==> src/rtl/mem_port_arbiter_if.sv <==
// mem_port_arbiter_if: requester, response and memory-port signal bundle of the arbiter
interface mem_port_arbiter_if #(
  parameter int AW = 32,
  parameter int DW = 32
);
  logic          cpu_req, cpu_we, cpu_ack, cpu_err;
  logic [3:0]    cpu_be;
  logic [AW-1:0] cpu_addr;
  logic [DW-1:0] cpu_wdata, cpu_rdata;
  logic          dbg_req, dbg_we, dbg_ack, dbg_err;
  logic [3:0]    dbg_be;
  logic [AW-1:0] dbg_addr;
  logic [DW-1:0] dbg_wdata, dbg_rdata;
  logic          mem_en, mem_we, mem_ready;
  logic [3:0]    mem_be;
  logic [AW-1:0] mem_addr;
  logic [DW-1:0] mem_wdata, mem_rdata;
  logic          gnt_id, busy;
  modport slave (
    input  cpu_req, cpu_we, cpu_be, cpu_addr, cpu_wdata,
    input  dbg_req, dbg_we, dbg_be, dbg_addr, dbg_wdata,
    input  mem_ready, mem_rdata,
    output cpu_ack, cpu_err, cpu_rdata, dbg_ack, dbg_err, dbg_rdata,
    output mem_en, mem_we, mem_be, mem_addr, mem_wdata, gnt_id, busy
  );
  modport master (
    output cpu_req, cpu_we, cpu_be, cpu_addr, cpu_wdata,
    output dbg_req, dbg_we, dbg_be, dbg_addr, dbg_wdata,
    output mem_ready, mem_rdata,
    input  cpu_ack, cpu_err, cpu_rdata, dbg_ack, dbg_err, dbg_rdata,
    input  mem_en, mem_we, mem_be, mem_addr, mem_wdata, gnt_id, busy
  );
endinterface

==> src/rtl/mem_port_arbiter.sv <==
// mem_port_arbiter: serialises cpu and debug accesses onto one memory port with a watchdog
module mem_port_arbiter #(
  parameter int AW      = 32,
  parameter int DW      = 32,
  parameter int TIMEOUT = 15
) (
  input logic              clk,
  input logic              rst_n,
  mem_port_arbiter_if.slave bus
);
  localparam logic [1:0] IDLE = 2'd0;
  localparam logic [1:0] BUSY = 2'd1;
  localparam logic [1:0] RESP = 2'd2;
  localparam logic [7:0] TO   = 8'(TIMEOUT);
  logic [1:0]    state_q, state_d;
  logic          last_q, last_d, gnt_q, gnt_d, busy_q, busy_d;
  logic          cpu_ack_q, cpu_ack_d, dbg_ack_q, dbg_ack_d;
  logic          cpu_err_q, cpu_err_d, dbg_err_q, dbg_err_d;
  logic          mem_en_q, mem_en_d, mem_we_q, mem_we_d;
  logic [3:0]    mem_be_q, mem_be_d;
  logic [AW-1:0] mem_addr_q, mem_addr_d;
  logic [DW-1:0] mem_wdata_q, mem_wdata_d;
  logic [DW-1:0] cpu_rdata_q, cpu_rdata_d, dbg_rdata_q, dbg_rdata_d, done_data;
  logic [7:0]    cnt_q, cnt_d, cnt_inc;
  logic          both, win, timed_out, done;
  assign both      = bus.cpu_req & bus.dbg_req;
  assign win       = both ? ~last_q : bus.dbg_req;
  assign cnt_inc   = (cnt_q == 8'hFF) ? cnt_q : cnt_q + 8'd1;
  assign timed_out = ~bus.mem_ready & (cnt_inc == TO);
  assign done      = (state_q == BUSY) & (bus.mem_ready | timed_out);
  assign done_data = timed_out ? DW'(32'hDEAD_BEEF) : bus.mem_rdata;
  // Next-state: grant in IDLE, wait for ready or watchdog in BUSY, single ack cycle in RESP
  always_comb begin
    state_d     = state_q;
    last_d      = last_q;
    gnt_d       = gnt_q;
    cnt_d       = cnt_q;
    mem_en_d    = mem_en_q;
    mem_we_d    = mem_we_q;
    mem_be_d    = mem_be_q;
    mem_addr_d  = mem_addr_q;
    mem_wdata_d = mem_wdata_q;
    cpu_rdata_d = cpu_rdata_q;
    dbg_rdata_d = dbg_rdata_q;
    cpu_ack_d   = 1'b0;
    dbg_ack_d   = 1'b0;
    cpu_err_d   = 1'b0;
    dbg_err_d   = 1'b0;
    if (state_q == IDLE && (bus.cpu_req | bus.dbg_req)) begin
      state_d     = BUSY;
      gnt_d       = win;
      last_d      = both ? win : last_q;
      cnt_d       = '0;
      mem_en_d    = 1'b1;
      mem_we_d    = win ? bus.dbg_we : bus.cpu_we;
      mem_be_d    = win ? bus.dbg_be : bus.cpu_be;
      mem_addr_d  = win ? bus.dbg_addr : bus.cpu_addr;
      mem_wdata_d = win ? bus.dbg_wdata : bus.cpu_wdata;
    end else if (state_q == BUSY) begin
      cnt_d = bus.mem_ready ? cnt_q : cnt_inc;
      if (done) begin
        state_d   = RESP;
        mem_en_d  = 1'b0;
        mem_we_d  = 1'b0;
        cpu_ack_d = ~gnt_q;
        dbg_ack_d = gnt_q;
        cpu_err_d = ~gnt_q & timed_out;
        dbg_err_d = gnt_q & timed_out;
        if (timed_out | ~mem_we_q) begin
          cpu_rdata_d = gnt_q ? cpu_rdata_q : done_data;
          dbg_rdata_d = gnt_q ? done_data : dbg_rdata_q;
        end
      end
    end else begin
      state_d = IDLE;
    end
    busy_d = (state_d != IDLE);
  end
  // State and output registers with synchronous active-low reset
  always_ff @(posedge clk) begin
    if (!rst_n) begin
      state_q     <= IDLE;
      last_q      <= 1'b1;
      gnt_q       <= 1'b0;
      busy_q      <= 1'b0;
      cnt_q       <= '0;
      mem_en_q    <= 1'b0;
      mem_we_q    <= 1'b0;
      mem_be_q    <= '0;
      mem_addr_q  <= '0;
      mem_wdata_q <= '0;
      cpu_rdata_q <= '0;
      dbg_rdata_q <= '0;
      cpu_ack_q   <= 1'b0;
      dbg_ack_q   <= 1'b0;
      cpu_err_q   <= 1'b0;
      dbg_err_q   <= 1'b0;
    end else begin
      state_q     <= state_d;
      last_q      <= last_d;
      gnt_q       <= gnt_d;
      busy_q      <= busy_d;
      cnt_q       <= cnt_d;
      mem_en_q    <= mem_en_d;
      mem_we_q    <= mem_we_d;
      mem_be_q    <= mem_be_d;
      mem_addr_q  <= mem_addr_d;
      mem_wdata_q <= mem_wdata_d;
      cpu_rdata_q <= cpu_rdata_d;
      dbg_rdata_q <= dbg_rdata_d;
      cpu_ack_q   <= cpu_ack_d;
      dbg_ack_q   <= dbg_ack_d;
      cpu_err_q   <= cpu_err_d;
      dbg_err_q   <= dbg_err_d;
    end
  end
  assign bus.cpu_ack   = cpu_ack_q;
  assign bus.cpu_err   = cpu_err_q;
  assign bus.cpu_rdata = cpu_rdata_q;
  assign bus.dbg_ack   = dbg_ack_q;
  assign bus.dbg_err   = dbg_err_q;
  assign bus.dbg_rdata = dbg_rdata_q;
  assign bus.mem_en    = mem_en_q;
  assign bus.mem_we    = mem_we_q;
  assign bus.mem_be    = mem_be_q;
  assign bus.mem_addr  = mem_addr_q;
  assign bus.mem_wdata = mem_wdata_q;
  assign bus.gnt_id    = gnt_q;
  assign bus.busy      = busy_q;
endmodule

==> src/flat_wrapper.sv <==
// flat-port wrapper written by rule: the top's interface ports become plain ports
module mem_port_arbiter_flat 
#(
  parameter int AW      = 32,
  parameter int DW      = 32,
  parameter int TIMEOUT = 15
)
  (clk, rst_n, bus_cpu_req, bus_cpu_we, bus_cpu_be, bus_cpu_addr, bus_cpu_wdata, bus_dbg_req, bus_dbg_we, bus_dbg_be, bus_dbg_addr, bus_dbg_wdata, bus_mem_ready, bus_mem_rdata, bus_cpu_ack, bus_cpu_err, bus_cpu_rdata, bus_dbg_ack, bus_dbg_err, bus_dbg_rdata, bus_mem_en, bus_mem_we, bus_mem_be, bus_mem_addr, bus_mem_wdata, bus_gnt_id, bus_busy);
  mem_port_arbiter_if #(.AW(AW), .DW(DW)) bus_i ();
  input logic clk;
  input logic rst_n;
  input wire logic [$bits(bus_i.cpu_req)-1:0] bus_cpu_req;
  input wire logic [$bits(bus_i.cpu_we)-1:0] bus_cpu_we;
  input wire logic [$bits(bus_i.cpu_be)-1:0] bus_cpu_be;
  input wire logic [$bits(bus_i.cpu_addr)-1:0] bus_cpu_addr;
  input wire logic [$bits(bus_i.cpu_wdata)-1:0] bus_cpu_wdata;
  input wire logic [$bits(bus_i.dbg_req)-1:0] bus_dbg_req;
  input wire logic [$bits(bus_i.dbg_we)-1:0] bus_dbg_we;
  input wire logic [$bits(bus_i.dbg_be)-1:0] bus_dbg_be;
  input wire logic [$bits(bus_i.dbg_addr)-1:0] bus_dbg_addr;
  input wire logic [$bits(bus_i.dbg_wdata)-1:0] bus_dbg_wdata;
  input wire logic [$bits(bus_i.mem_ready)-1:0] bus_mem_ready;
  input wire logic [$bits(bus_i.mem_rdata)-1:0] bus_mem_rdata;
  output wire logic [$bits(bus_i.cpu_ack)-1:0] bus_cpu_ack;
  output wire logic [$bits(bus_i.cpu_err)-1:0] bus_cpu_err;
  output wire logic [$bits(bus_i.cpu_rdata)-1:0] bus_cpu_rdata;
  output wire logic [$bits(bus_i.dbg_ack)-1:0] bus_dbg_ack;
  output wire logic [$bits(bus_i.dbg_err)-1:0] bus_dbg_err;
  output wire logic [$bits(bus_i.dbg_rdata)-1:0] bus_dbg_rdata;
  output wire logic [$bits(bus_i.mem_en)-1:0] bus_mem_en;
  output wire logic [$bits(bus_i.mem_we)-1:0] bus_mem_we;
  output wire logic [$bits(bus_i.mem_be)-1:0] bus_mem_be;
  output wire logic [$bits(bus_i.mem_addr)-1:0] bus_mem_addr;
  output wire logic [$bits(bus_i.mem_wdata)-1:0] bus_mem_wdata;
  output wire logic [$bits(bus_i.gnt_id)-1:0] bus_gnt_id;
  output wire logic [$bits(bus_i.busy)-1:0] bus_busy;
  assign bus_i.cpu_req = bus_cpu_req;
  assign bus_i.cpu_we = bus_cpu_we;
  assign bus_i.cpu_be = bus_cpu_be;
  assign bus_i.cpu_addr = bus_cpu_addr;
  assign bus_i.cpu_wdata = bus_cpu_wdata;
  assign bus_i.dbg_req = bus_dbg_req;
  assign bus_i.dbg_we = bus_dbg_we;
  assign bus_i.dbg_be = bus_dbg_be;
  assign bus_i.dbg_addr = bus_dbg_addr;
  assign bus_i.dbg_wdata = bus_dbg_wdata;
  assign bus_i.mem_ready = bus_mem_ready;
  assign bus_i.mem_rdata = bus_mem_rdata;
  assign bus_cpu_ack = bus_i.cpu_ack;
  assign bus_cpu_err = bus_i.cpu_err;
  assign bus_cpu_rdata = bus_i.cpu_rdata;
  assign bus_dbg_ack = bus_i.dbg_ack;
  assign bus_dbg_err = bus_i.dbg_err;
  assign bus_dbg_rdata = bus_i.dbg_rdata;
  assign bus_mem_en = bus_i.mem_en;
  assign bus_mem_we = bus_i.mem_we;
  assign bus_mem_be = bus_i.mem_be;
  assign bus_mem_addr = bus_i.mem_addr;
  assign bus_mem_wdata = bus_i.mem_wdata;
  assign bus_gnt_id = bus_i.gnt_id;
  assign bus_busy = bus_i.busy;
  mem_port_arbiter #(.AW(AW), .DW(DW), .TIMEOUT(TIMEOUT)) u_core (.clk(clk), .rst_n(rst_n), .bus(bus_i));
endmodule
==> config.mk <==
export PLATFORM = sky130hd
export DESIGN_NAME = mem_port_arbiter_flat
export DESIGN_NICKNAME = d
export VERILOG_FILES = /design/src/rtl/mem_port_arbiter_if.sv /design/src/rtl/mem_port_arbiter.sv /design/src/flat_wrapper.sv
export SDC_FILE = /design/constraint.sdc
export NUM_CORES = 1
export LEC_CHECK = 0
export ABC_AREA = 0
export CELL_PAD_IN_SITES_DETAIL_PLACEMENT = 1
export CELL_PAD_IN_SITES_GLOBAL_PLACEMENT = 1
export CORE_ASPECT_RATIO = 1.5
export CORE_MARGIN = 3
export CORE_UTILIZATION = 30
export DETAILED_ROUTE_END_ITERATION = 8
export PLACE_DENSITY_LB_ADDON = 0.08
export SLEW_MARGIN = 20
export SYNTH_ARGS = -nofsm -noshare
export SYNTH_HDL_FRONTEND = slang
export SYNTH_SLANG_ARGS = --single-unit
==> constraint.sdc <==
create_clock -name clk -period 2.31 [get_ports clk]
set_clock_uncertainty 0.1 [all_clocks]
set_input_delay 0.3465 -clock clk [delete_from_list [all_inputs] [get_ports clk]]
set_output_delay 0.3465 -clock clk [all_outputs]
set_load 0.1 [all_outputs]
# Yosys cells after proc, flatten, opt, wreduce, memory -nomap -nowiden
# Cells that the tools add are included.
[totals]
ff_bits = 151
latch_bits = 0
ramBits = 0
mem_bits_ro = 0
input_bits = 175
output_inout_bits = 140
elab_cells = 62
n_memories = 0
[op_classes]
addsub = 1
mul = 0
div_mod_pow = 0
magnitude_cmp = 0
n_eq_ne = 3
n_shift = 0
n_mux = 14
bitwise = 16
n_reduce_logical = 12
[op_table]
columns = ["op", "count"]
rows = [
  ["$mux 32", 3],
  ["$reduce_and 5->1", 2],
  ["$add 8x1->8 const B", 1],
  ["$eq 8x4->1 const B", 1],
  ["$eq 8x8->1 const B", 1],
  ["$mux 8", 1],
  ["$not 1->1", 8],
  ["$mux 1", 6],
  ["$mux 2", 3],
  ["$reduce_and 2->1", 3],
  ["$reduce_bool 2->1", 3],
  ["$and 1x1->1", 5],
  ["$mux 4", 1],
  ["$reduce_or 4->1", 1],
  ["$or 1x1->1", 3],
  ["$eq 2x1->1 const B", 1],
  ["$logic_not 2->1", 1],
  ["$reduce_or 2->1", 1],
  ["$logic_and 1x1->1", 1],
]

# Logic depth before layout (Yosys ltp)
# Gate-level depths: netlist of run 1.
[logic_depth]
depth_word = 10
ltp_mapped = 7
depth_no_buf = 6

# Worst setup path after synthesis of run 1
# Ideal clock, no wire load.
[synth_path]
path_type = "register to register"
startpoint = "register u_core.gnt_q (netlist: u_core.bus.gnt_id)"
endpoint = "register u_core.dbg_rdata_q[28] (netlist: u_core.bus.dbg_rdata[28])"
setup_time_ns = 0.070
arrival_time_ns = 1.909
t_required_ns = 2.140
slack_ns = 0.231
path_stages_with_launch = 5
period_less_slack_ns = 2.079
path_cell_list = "dfxtp_1 -> nor4b_2 -> clkbuf_1 -> o21ai_0 -> a21oi_1"
[synth_between]
elab_chain_len = 1
[synth_rtl]
columns = ["element", "line_no", "rtl"]
rows = [
  ["start: declaration", "mem_port_arbiter.sv:16", "logic last_q, last_d, gnt_q, gnt_d, busy_q, busy_d;"],
  ["start signal: assignment", "mem_port_arbiter.sv:101", "gnt_q <= gnt_d;"],
  ["$reduce_and 5->1 (no line)", "-", ""],
  ["end signal: assignment", "mem_port_arbiter.sv:110", "dbg_rdata_q <= dbg_rdata_d;"],
  ["end: declaration", "mem_port_arbiter.sv:23", "logic [DW-1:0] cpu_rdata_q, cpu_rdata_d, dbg_rdata_q, dbg_rdata_d, done_data;"],
]
# Every way passes these cells.
# A chain may end at the register's enable or synchronous reset.

# Worst setup path in the final report of run 1
[layout_path]
startpoint = "register u_core.cnt_q[0]"
endpoint = "register u_core.cpu_rdata_q[14] (netlist: u_core.bus.cpu_rdata[14])"
[layout_between]
elab_chain_len = 7
word_cells_on_any_way = 10
cone_classes = "add/sub: 1; eq/ne: 2; mux: 2; bitwise: 4; reduce/logical: 1"
[layout_rtl]
columns = ["element", "line_no", "rtl"]
rows = [
  ["start: declaration", "mem_port_arbiter.sv:24", "logic [7:0] cnt_q, cnt_d, cnt_inc;"],
  ["start signal: assignment", "mem_port_arbiter.sv:103", "cnt_q <= cnt_d;"],
  ["$add 8x1->8 or $eq 8x8->1 (tied branches)", "mem_port_arbiter.sv:28", "assign cnt_inc = (cnt_q == 8'hFF) ? cnt_q : cnt_q + 8'd1;"],
  ["$mux 8 (*)", "mem_port_arbiter.sv:28", ""],
  ["$eq 8x4->1 (*)", "mem_port_arbiter.sv:29", "assign timed_out = ~bus.mem_ready & (cnt_inc == TO);"],
  ["$and 1x1->1 (*)", "mem_port_arbiter.sv:29", ""],
  ["$or 1x1->1", "mem_port_arbiter.sv:30", "assign done = (state_q == BUSY) & (bus.mem_ready | timed_out);"],
  ["$and 1x1->1", "mem_port_arbiter.sv:30", ""],
  ["$reduce_and 5->1 (no line)", "-", ""],
  ["end signal: assignment", "mem_port_arbiter.sv:109", "cpu_rdata_q <= cpu_rdata_d;"],
  ["end: declaration", "mem_port_arbiter.sv:23", ""],
]
# Mark *: on every way between the ends. The rest lies on a longest branch, timed or not.

==> results.md, run 1 <==
- Sequential element share of the synthesized area: 0.451
- Biggest cell delay along the critical path: 0.36 ns
- Top area cells in the synthesized netlist: sky130_fd_sc_hd__dfxtp_1, sky130_fd_sc_hd__mux2i_1, sky130_fd_sc_hd__o211a_1
- Synthesized Nets: slightly above 900
- Sequential cell area: between 3000 and 4000 um^2
- Global routing usage summed across all routing layers: 0.197
- Buffers inserted during post-CTS setup optimization: 0
- Final Hold Violating Endpoints: 0
- Number of top-level pins: ~320
- Leak: slightly above 5 nW
- Area delta synth->final: 57.9%
- Core Area: approximately 22000 um^2
- Setup repair after global routing missed its margin: no
- Number of core rows: 66
- Total setup violations reported at the end of the flow: 0
- Worst endpoint required time: roughly 2.5 ns
- Endpoint type of the worst setup path: flop
- Cell at the slowest stage of the critical path: sky130_fd_sc_hd__dfxtp_1
- Post-synth EDFFs: 0
- Maximum vdd drop: 467 uV
- Antenna viol nets, final: 0
- Kind of critical path: flop to flop
- FF-to-FF End: u_core.bus.cpu_rdata[14]
- Setup tns final: 0 ns
- Netlist Area Pre-Place: between 6000 and 7000 um^2
- Transition time of the tightest slew-check pin: ~0.53 ns
- N_diodes: 0
- Via count of the first global-routing pass: between 6000 and 7000
- GPL Wtd Cong: approximately 0.76
- Share of layout cells above drive strength 1: 0.208
- Slew Viols, Final: 0
- Chip Width: between 100 and 150 um
- R2r startpoint: u_core.cnt_q[0]
- Hold depth: 2
- Wire length after detailed routing: approximately 24 mm
- NumNets Final: roughly 1200
- Area leader, netlist: sky130_fd_sc_hd__dfxtp_1
- Final HPWL DP: 18.2 mm
- Clk Latency, worst-skew pair: 0.42 ns
- Global route total overflow: 0
- Shortest period the worst path allows: 2.12 ns
- Number of levels in the clock H-tree: 4
- Number of remaining DRC errors: 0
- Cells resized by post-CTS repair: 0
- Die area: around 24000 um^2
- Count of distinct cell types in the synthesized netlist: 47
- Ratio of routed vias to standard cells: between 4 and 5
- Filler instances: roughly 2500
- Worst R2R Path Depth: 6
- Worst-case register-to-register setup slack: 0.19 ns
- Clock root buffer master: sky130_fd_sc_hd__clkbuf_16
- Initial core utilization: 0.307
- Most used flip-flop cell after synthesis: sky130_fd_sc_hd__dfxtp_1
- Number of port buffers: between 300 and 400
- Violation count after the first detailed-routing iteration: about 210
- Critical path buffer and inverter count: 0
- Wirelength per Cell: between 15 and 20 um
- Share of the synthesized area in the top cell type: 0.451
- TritonCTS clock tree: yes
- Number of optimization iterations in the first detailed-route pass: 4
- Element type at the critical path start: flop
- Antenna violations before repair: 0
- Total area of multi-input combinational cells: ~3400 um^2
- HP Class: primary input to flop
- Post-CTS Hold Fix Bufs: 0
- Startpoint of the tightest hold check path: rst_n
- Max Buffers Root-to-Sink: 2
- Yosys reg bits: around 150
- Total power divided by cell area: 819 nW/um^2
- Share of flip-flops with an asynchronous set or reset: 0
- Final worst-path cycle share: 0.920
- Normalized max-slew margin: 0.649
- Arrival time at the worst endpoint: around 2.3 ns
- Via Count: between 6000 and 7000
- Syn. warnings: 0
- Global-route wire length before repair: about 38 mm
- Largest fanout of any net on the critical path: 8
- Vertical die dimension: 189 um
- Synthesized area per cell: ~9 um^2
- Cell breakdown of the critical path: ha_1 -> and4bb_1 -> nand4b_1 -> a22o_2 -> a21oi_4 -> a21oi_1
- Fmax: approximately 470 MHz
- Worst min-delay path endpoint: u_core.last_q
- Clock buffer count from CTS: 17
- Area of placed instances: around 10000 um^2
- Clock slew at the register clock pins of the worst setup and hold paths: about 0.06 ns
- Pin count of the biggest net entering global routing: just under 50
- TritonCTS Sinks: ~150
- Outcome: complete, no violations
- Gate Count Post-Synth: 734
- Family with the most delay on the worst path: compound AO/OA/AOI/OAI gates
- Reported max-cap violation count: 0
- Final instance area: roughly 11000 um^2
[state kept, by name, summed over array words and instances, names as in the netlist, 2 cells and up]
name	cells
u_core.bus.cpu_rdata	32
u_core.bus.dbg_rdata	32
u_core.bus.mem_addr	32
u_core.bus.mem_wdata	32
u_core.cnt_q	8
u_core.bus.mem_be	4
u_core.state_q	2
[worst reg2reg max path: cells and delay by family, from the launching register on]
kind	cells	cell delay, ns
compound gates	3	0.79
simple gates	2	0.46
flops	1	0.36
fa+ha+maj	1	0.30
[metrics by stage]
stage / setup slack [ns] / hold slack, ns / utilization / cells / power (mW)
after global routing: 0.0640 / 0.263 / 0.485 / 1320 / 9.02
after CTS: 0.155 / 0.227 / 0.485 / 1320 / 8.78
after floorplan: 0.231 / 0.355 / - / 734 / 4.91
after global placement: 0.118 / 0.381 / 0.457 / 1290 / 5.79
after detailed placement: 0.0975 / 0.388 / 0.457 / 1290 / 5.81
final: 0.185 / 0.253 / 0.485 / 1320 / 8.66
[cell type report]
class                   instances  share of cell area
clock buffers                  23              0.0471
clock inverters                 7              0.0111
well taps                     272              0.0322
repair buffers                347               0.300
flip-flops and latches        151               0.286
multi-input cells             518               0.323
inverters                       2            0.000710
[where the power goes]
| group | switching [mW] | internal, mW | leakage, nW |
|---|---|---|---|
| clock | 1.10 | 1.83 | 0.293 |
| combinational | 1.97 | 0.834 | 3.52 |
| sequential | 0.119 | 2.81 | 1.24 |
| total | 3.19 | 5.47 | 5.05 |
[synth_stat cells, types with 2 or more instances]
library cell / number
sky130_fd_sc_hd__a21boi_0: 2
sky130_fd_sc_hd__mux2i_1: 71
sky130_fd_sc_hd__xor2_1: 4
sky130_fd_sc_hd__nor2b_1: 2
sky130_fd_sc_hd__o21ai_0: 51
sky130_fd_sc_hd__o21a_1: 2
sky130_fd_sc_hd__a21oi_1: 65
sky130_fd_sc_hd__nand2_1: 109
sky130_fd_sc_hd__nand3_1: 7
sky130_fd_sc_hd__inv_1: 2
sky130_fd_sc_hd__clkbuf_1: 41
sky130_fd_sc_hd__nor2_1: 60
sky130_fd_sc_hd__nand4b_4: 2
sky130_fd_sc_hd__buf_1: 5
sky130_fd_sc_hd__dfxtp_1: 151
sky130_fd_sc_hd__nor3_1: 3
sky130_fd_sc_hd__o211a_1: 68
sky130_fd_sc_hd__a21o_1: 17
sky130_fd_sc_hd__buf_6: 5
sky130_fd_sc_hd__nand4_1: 3
sky130_fd_sc_hd__buf_2: 12
sky130_fd_sc_hd__a21oi_4: 2
sky130_fd_sc_hd__nand2b_1: 26
[cells by family after synthesis]
kind of cell / count (synthesis) / share of synthesized area
DFF: 151 / 0.451
AOI/OAI and AO/OA: 215 / 0.229
xor gates and xnor gates: 5 / 0.00654
muxes: 71 / 0.106
and+or+nand+nor: 226 / 0.161
adders and majority gates: 1 / 0.00187
buffers and inverters: 65 / 0.0443
[worst max path at each step]
stage	startpoint	to	slack [ns]	cells past startpoint
3_5_place_dp	bus_cpu_req	u_core.bus.mem_addr[0]	0.1	7
2_1_floorplan	u_core.bus.gnt_id	u_core.bus.dbg_rdata[28]	0.23	4
5_1_grt	u_core.cnt_q[0]	u_core.bus.cpu_rdata[29]	0.06	6
6_report	u_core.cnt_q[0]	u_core.bus.cpu_rdata[14]	0.19	6
4_1_cts	u_core.cnt_q[0]	u_core.bus.cpu_rdata[14]	0.16	6
3_3_place_gp	bus_cpu_req	u_core.bus.mem_addr[0]	0.12	7
[cell usage in the layout, fill, tap and decap left out, types with 2 or more instances in the layout]
cell                                n
sky130_fd_sc_hd__nand4_1            3
sky130_fd_sc_hd__nand2_1          109
sky130_fd_sc_hd__inv_1              2
sky130_fd_sc_hd__clkbuf_8           5
sky130_fd_sc_hd__buf_12            11
sky130_fd_sc_hd__bufinv_16          3
sky130_fd_sc_hd__dfxtp_1          151
sky130_fd_sc_hd__nand3_1            7
sky130_fd_sc_hd__a21oi_4            2
sky130_fd_sc_hd__nor2_1            60
sky130_fd_sc_hd__nand2b_1          26
sky130_fd_sc_hd__o211a_1           68
sky130_fd_sc_hd__nor3_1             3
sky130_fd_sc_hd__xor2_1             4
sky130_fd_sc_hd__mux2i_1           71
sky130_fd_sc_hd__clkbuf_16         17
sky130_fd_sc_hd__a21oi_1           65
sky130_fd_sc_hd__clkinvlp_4         3
sky130_fd_sc_hd__o21ai_0           51
sky130_fd_sc_hd__a21o_1            17
sky130_fd_sc_hd__buf_4            163
sky130_fd_sc_hd__clkdlybuf4s50_1  173
sky130_fd_sc_hd__nor2b_1            2
sky130_fd_sc_hd__nand4b_4           2
[routing by layer]
layer | routed length, um | vias up | GRT usage
li1 | - | 3178 | -
met1 | 9270 | 3065 | 0.212
met2 | 12400 | 221 | 0.352
met3 | 2080 | 22 | 0.0799
met4 | 372 | 0 | 0.0568
met5 | 0 | - | 0
No activity file was read; power rests on OpenSTA's default activity.
==> run 2, diff against run 1 <==
--- a/config.mk
+++ b/config.mk
@@ -12,7 +12,7 @@
 export CORE_MARGIN = 3
 export CORE_UTILIZATION = 30
 export DETAILED_ROUTE_END_ITERATION = 8
-export PLACE_DENSITY_LB_ADDON = 0.08
+export PLACE_DENSITY = 0.87
 export SLEW_MARGIN = 20
 export SYNTH_ARGS = -nofsm -noshare
 export SYNTH_HDL_FRONTEND = slang
==> run 2 against run 1 <==
Effect of this change: via count up 1.8%; critical path depth unchanged; global-route usage down 0.70 points; cell area down 0.96%; utilization down 0.46 points; critical path type unchanged; critical endpoint is now u_core.bus.dbg_rdata[4]; largest cell class unchanged; highest routed layer unchanged.
==> results.md, run 2 (synthesis gave the netlist of run 1 again) <==
- Number of optimization iterations in the first detailed-route pass: 4 (unchanged)
- Largest fanout of any net on the critical path: 8 (unchanged)
- Clock buffer count from CTS: 17 (unchanged)
- Highest signal layer in the routed design: met4
- Buffers inserted during post-CTS setup optimization: 0 (unchanged)
- TritonCTS Sinks: 151 (unchanged)
- Wire length after detailed routing: 23.5 mm (-2.8%)
- Worst endpoint required time: 2.49 ns (-0.02 ns)
- Filler instances: 2460 (-2.4%)
- Clock slew at the register clock pins of the worst setup and hold paths: 0.06 ns (about the same)
- Outcome: complete, no violations
- Clock root buffer master: sky130_fd_sc_hd__clkbuf_16
- Total power divided by cell area: 811 nW/um^2 (-0.97%)
- Maximum vdd drop: 520 uV (+11%)
- PnR worst setup slack: 0.144 ns (-0.0419 ns)
- Place WS: 0.0319 ns (-0.0656 ns)
- Arrival time at the worst endpoint: 2.35 ns (+0.02 ns)
- Initial core utilization: 0.307 (unchanged)
- Element type at the critical path start: flop
- Max Buffers Root-to-Sink: 2 (unchanged)
- Worst R2R Path Depth: 6 (unchanged)
- Transition time of the tightest slew-check pin: 0.601 ns (+0.0753 ns)
- Violation count after the first detailed-routing iteration: 262 (+23%)
- Fmax: 462 MHz (-1.9%)
- Normalized max-slew margin: 0.599 (-0.0502)
- Biggest cell delay along the critical path: 0.37 ns (about the same)
- Worst-case register-to-register setup slack: 0.14 ns (-0.04 ns)
- Antenna viol nets, final: 0 (unchanged)
- Number of levels in the clock H-tree: 4 (unchanged)
- Slew Viols, Final: 0 (unchanged)
- Die area: 24200 um^2 (unchanged)
- Clk Latency, worst-skew pair: 0.42 ns (about the same)
- Final Hold Violating Endpoints: 0 (unchanged)
- Setup tns final: 0 ns (unchanged)
- Final worst-path cycle share: 0.938 (+0.0181)
- Global-route wire length before repair: 36.8 mm (-1.9%)
- Via count of the first global-routing pass: 6961 (+2.2%)
- Cell breakdown of the critical path: ha_1 -> and4bb_1 -> nand4b_1 -> a22o_2 -> a21oi_4 -> a21oi_1
- Vertical die dimension: 189 um (unchanged)
- Wirelength per Cell: 17.9 um (-2.1%)
- Detail Route met3 WL: 2.13 mm (+2.2%)
- Most frequent standard cell in the layout excluding fill and tap cells: sky130_fd_sc_hd__clkdlybuf4s50_1
- Most used cells in the layout excluding fill and tap cells: sky130_fd_sc_hd__clkdlybuf4s50_1, sky130_fd_sc_hd__buf_4, sky130_fd_sc_hd__dfxtp_1
- Core Area: 21800 um^2 (unchanged)
- Critical Path End: u_core.bus.dbg_rdata[4]
- Shortest period the worst path allows: 2.17 ns (+0.0419 ns)
- Global route total overflow: 0 (unchanged)
- Cells resized by post-CTS repair: 0 (unchanged)
- Leak: 4.98 nW (-1.4%)
- HP Class: primary input to flop
- Timing startpoint of the critical path: u_core.cnt_q[0]
- Number of top-level pins: 315 (unchanged)
- R2r startpoint: u_core.cnt_q[0]
- N_diodes: 0 (unchanged)
- Area delta synth->final: 56.4%
- Number of remaining DRC errors: 0 (unchanged)
- Kind of critical path: flop to flop
- NumNets Final: 1202 (-0.91%)
- Via Count: 6600 (+1.8%)
- Share of layout cells above drive strength 1: 0.199 (-0.00879)
- Post-CTS Hold Fix Bufs: 0 (unchanged)
- GPL Wtd Cong: 0.829 (+8.5%)
- Antenna violations before repair: 0 (unchanged)
- Setup repair after global routing missed its margin: no
- FF-to-FF End: u_core.bus.dbg_rdata[4]
- Cell at the slowest stage of the critical path: sky130_fd_sc_hd__dfxtp_1
- TritonCTS clock tree: yes
- Reported max-cap violation count: 0 (unchanged)
- Ratio of routed vias to standard cells: 5.03 (+2.5%)
- Global routing usage summed across all routing layers: 0.190 (-0.00698)
- Endpoint type of the worst setup path: flop
- Number of core rows: 66 (unchanged)
- Number of port buffers: 314 (unchanged)
- Wire length on met1: 9.18 mm (-0.97%)
- Total setup violations reported at the end of the flow: 0 (unchanged)
- Met2 Routed Length: 11.8 mm (-4.9%)
- Final HPWL DP: 17.7 mm (-2.8%)
- Chip Width: 128 um (unchanged)
- Pin count of the biggest net entering global routing: 57 (+16%)
==> run 2: cell count changes in the layout (fill, tap and decap cells not counted) <==
cell                         previous run  this run
sky130_fd_sc_hd__buf_4                163       151
sky130_fd_sc_hd__inv_6                  0         2
sky130_fd_sc_hd__clkbuf_8               5         2
sky130_fd_sc_hd__clkinvlp_4             3         5
sky130_fd_sc_hd__clkbuf_1               1         3
sky130_fd_sc_hd__bufinv_16              3         2
sky130_fd_sc_hd__buf_12                11        12
==> run 2: worst min-delay path by stage <==
| stage | startpoint | to | depth (start not counted) |
|---|---|---|---|
| 2_1_floorplan | u_core.last_q | u_core.last_q | 2 |
| 3_3_place_gp | u_core.bus.mem_addr[26] | u_core.bus.mem_addr[26] | 1 |
| 3_5_place_dp | u_core.bus.mem_addr[8] | u_core.bus.mem_addr[8] | 1 |
| 4_1_cts | rst_n | u_core.bus.dbg_rdata[17] | 3 |
| 5_1_grt | rst_n | u_core.bus.dbg_rdata[17] | 3 |
| 6_report | rst_n | u_core.bus.dbg_rdata[17] | 3 |
==> run 2: per-layer routing <==
layer  track usage  up-vias
li1              -     3160
met1         0.214     3145
met2         0.335      272
met3        0.0686       23
met4        0.0560        0
met5             0        -
==> run 2: area by class of cell <==
class / count / area, um^2 / share of cell area
clock buffer: 22 / 464 / 0.0443
clock inverter: 10 / 120 / 0.0115
inverter: 2 / 7.51 / 0.000717
multi-input combinational: 518 / 3420 / 0.326
sequential: 151 / 3020 / 0.289
tap: 272 / 340 / 0.0325
timing repair buffer: 336 / 3110 / 0.296
==> run 2: where the power goes <==
group	internal, mW	total (mW)	switching [mW]	leakage [nW]
Sequential	2.80	2.93	0.125	1.24
Clock	1.65	2.77	1.12	0.269
Combinational	0.823	2.79	1.97	3.47
Total	5.28	8.50	3.21	4.98
==> run 2: critical path, delay by kind of cell (launching register included) <==
kind,cells,cell delay (ns)
adder cells (fa/ha/maj),1,0.31
AO/OA/AOI/OAI,3,0.77
AND/OR/NAND/NOR,2,0.47
flip-flops,1,0.37
==> run 2: stage by stage <==
stage                     cells  power [mW]  hold WS [ns]  cell area, um^2  utilization
after floorplan             734        4.91         0.355             6700            -
after global placement     1279        5.75         0.381             9890        0.454
after detailed placement   1279        5.80         0.387             9890        0.454
after CTS                  1311        8.60         0.290            10500        0.481
after global routing       1311        8.85         0.332            10500        0.481
final                      1311        8.50         0.306            10500        0.481
==> run 3, diff against run 2 <==
--- a/config.mk
+++ b/config.mk
@@ -9,7 +9,6 @@
 export CELL_PAD_IN_SITES_DETAIL_PLACEMENT = 1
 export CELL_PAD_IN_SITES_GLOBAL_PLACEMENT = 1
 export CORE_ASPECT_RATIO = 1.5
-export CORE_MARGIN = 3
 export CORE_UTILIZATION = 30
 export DETAILED_ROUTE_END_ITERATION = 8
 export PLACE_DENSITY = 0.87
==> run 3 against run 2 <==
Effect of this change: total power is 2.3% lower; cell area is 0.56% lower; hold slack better by 0.029 ns; fmax is 1.1% higher; final cell count stayed put; critical path depth is 2 higher; sequential share of layout area is 0.16 points higher; sequential power hardly changed; die area is 5.2% lower; routed wire length is 2.5% lower; critical endpoint is now u_core.bus.dbg_rdata[25].
==> results.md, run 3 (synthesis gave the netlist of run 1 again) <==
- Number of core rows: 66 (unchanged)
- Clock root buffer master: sky130_fd_sc_hd__clkbuf_16
- Antenna violations before repair: 0 (unchanged)
- Sequential cell area: 3020 um^2 (unchanged)
- TritonCTS Sinks: 151 (unchanged)
- Share of layout cells above drive strength 1: 0.202 (+0.00289)
- Met2 demand-to-capacity share in global routing: 0.360 (+0.0257)
- R2r startpoint: u_core.cnt_q[0]
- Final worst-path cycle share: 0.928 (-0.00984)
- Outcome: complete, no violations
- Most used cells in the layout excluding fill and tap cells: sky130_fd_sc_hd__clkdlybuf4s50_1, sky130_fd_sc_hd__buf_4, sky130_fd_sc_hd__dfxtp_1
- Final core utilization: 0.478 (-0.00270)
- Total area of multi-input combinational cells: 3430 um^2 (+0.26%)
- Number of levels in the clock H-tree: 4 (unchanged)
- Reported max-cap violation count: 0 (unchanged)
- Max Buffers Root-to-Sink: 2 (unchanged)
- Number of top-level pins: 315 (unchanged)
- Number of optimization iterations in the first detailed-route pass: 4 (unchanged)
- Total power divided by cell area: 796 nW/um^2 (-1.8%)
- Pin count of the biggest net entering global routing: 58 (+1.8%)
- Maximum vdd drop: 518 uV (-0.33%)
- Normalized max-slew margin: 0.609 (+0.00988)
- Area delta synth->final: 55.5%
- Global Route met1 Usage: 0.210 (-0.00307)
- Vertical die dimension: 185 um (-2.1%)
- Clk Latency, worst-skew pair: 0.42 ns (about the same)
- Met3 layer usage reported by global route: 0.0708 (+0.00223)
- Clock buffer count from CTS: 17 (unchanged)
- Antenna viol nets, final: 0 (unchanged)
- Number of remaining DRC errors: 0 (unchanged)
- Worst R2R Path Depth: 8 (+2)
- Ratio of routed vias to standard cells: 4.98 (-0.98%)
- Largest fanout of any net on the critical path: 24 (+16)
- Endpoint type of the worst setup path: flop
- Die area: 22900 um^2 (-5.2%)
- Worst endpoint required time: 2.56 ns (+0.07 ns)
- Final Hold Violating Endpoints: 0 (unchanged)
- Element type at the critical path start: flop
- Most frequent standard cell in the layout excluding fill and tap cells: sky130_fd_sc_hd__clkdlybuf4s50_1
- Shortest period the worst path allows: 2.14 ns (-0.0227 ns)
- Wirelength per Cell: 17.5 um (-2.5%)
- Violation count after the first detailed-routing iteration: 214 (-18%)
- N_diodes: 0 (unchanged)
- Kind of critical path: flop to flop
- Hold depth: 3 (unchanged)
- Timing startpoint of the critical path: u_core.cnt_q[0]
- Fmax: 466 MHz (+1.1%)
- GPL Wtd Cong: 0.783 (-5.5%)
- Post-CTS Hold Fix Bufs: 0 (unchanged)
- Number of port buffers: 314 (unchanged)
- Startpoint of the tightest hold check path: rst_n
- Wire length after detailed routing: 22.9 mm (-2.5%)
- Global-route wire length before repair: 35.1 mm (-4.6%)
- Arrival time at the worst endpoint: 2.39 ns (+0.04 ns)
- Pwr Total: 8.30 mW (-2.3%)
- HP Class: primary input to flop
- Filler instances: 2513 (+2.2%)
- Most used routing layer: met2
- Worst-case register-to-register setup slack: 0.17 ns (+0.02 ns)
- Chip Width: 124 um (-3.1%)
- Global route total overflow: 0 (unchanged)
- Transition time of the tightest slew-check pin: 0.587 ns (-0.0148 ns)
- Slew Viols, Final: 0 (unchanged)
- Via count of the first global-routing pass: 6823 (-2.0%)
- Setup repair after global routing missed its margin: no
- Via Count: 6535 (-0.98%)
- Global routing usage summed across all routing layers: 0.200 (+0.00970)
- Core Area: 21800 um^2 (unchanged)
- Final HPWL DP: 17.2 mm (-2.8%)
- Clock slew at the register clock pins of the worst setup and hold paths: 0.06 ns (about the same)
- Initial core utilization: 0.307 (unchanged)
- TritonCTS clock tree: yes
- NumNets Final: 1202 (unchanged)
- Total setup violations reported at the end of the flow: 0 (unchanged)
- Leak: 4.95 nW (-0.63%)
==> run 3: path summary, 6_finish.rpt <==
kind	endpoint
worst min register to register	u_core.bus.mem_wdata[22]
worst min-delay path	u_core.bus.dbg_rdata[17]
worst max-delay path	u_core.bus.dbg_rdata[25]
worst max register to register	u_core.bus.dbg_rdata[25]
==> run 3: repair_timing <==
item,4_1_cts,5_1_grt
setup endpoints to repair,1,35
gates resized for setup,1,3
pin swaps,1,0
setup buffers,2,0
==> run 3: metrics by stage <==
stage / instance area (um^2) / TNS (ns) / instances / setup slack (ns) / hold slack, ns
after floorplan: 6700 / 0 / 734 / 0.231 / 0.355
after global placement: 9840 / -0.127 / 1277 / -0.127 / 0.380
after detailed placement: 9840 / -0.188 / 1277 / -0.176 / 0.387
after CTS: 10400 / 0 / 1311 / 0.0546 / 0.310
after global routing: 10400 / 0 / 1311 / 0.0458 / 0.348
final: 10400 / 0 / 1311 / 0.166 / 0.335
==> run 3: cell type report <==
class / instances / area share
multi-input combinational: 518 / 0.329
clock buffer: 22 / 0.0455
sequential: 151 / 0.290
timing repair buffer: 336 / 0.295
inverter: 2 / 0.000721
tap: 272 / 0.0327
clock inverter: 10 / 0.00697
==> run 3: where the power goes <==
group          leakage (nW)  internal, mW  switching (mW)  total, mW
clock network         0.251          1.46            1.13       2.59
registers              1.24          2.80           0.120       2.92
logic                  3.46         0.817            1.97       2.78
==> run 3: metal layers <==
layer / wire length [um] / up-vias
li1: - / 3160
met1: 8980 / 3077
met2: 11600 / 269
met3: 1950 / 29
met4: 401 / 0
met5: 0 / -
==> run 3: critical path: stages (launching register included) <==
cell and delay, ns:
sky130_fd_sc_hd__dfxtp_1 0.36, sky130_fd_sc_hd__ha_2 0.36, sky130_fd_sc_hd__and4bb_1 0.18, sky130_fd_sc_hd__nand4b_1 0.18, sky130_fd_sc_hd__a22oi_4 0.22, sky130_fd_sc_hd__buf_4 0.19, sky130_fd_sc_hd__nand4_4 0.10, sky130_fd_sc_hd__buf_6 0.22
sky130_fd_sc_hd__a21oi_1 0.16
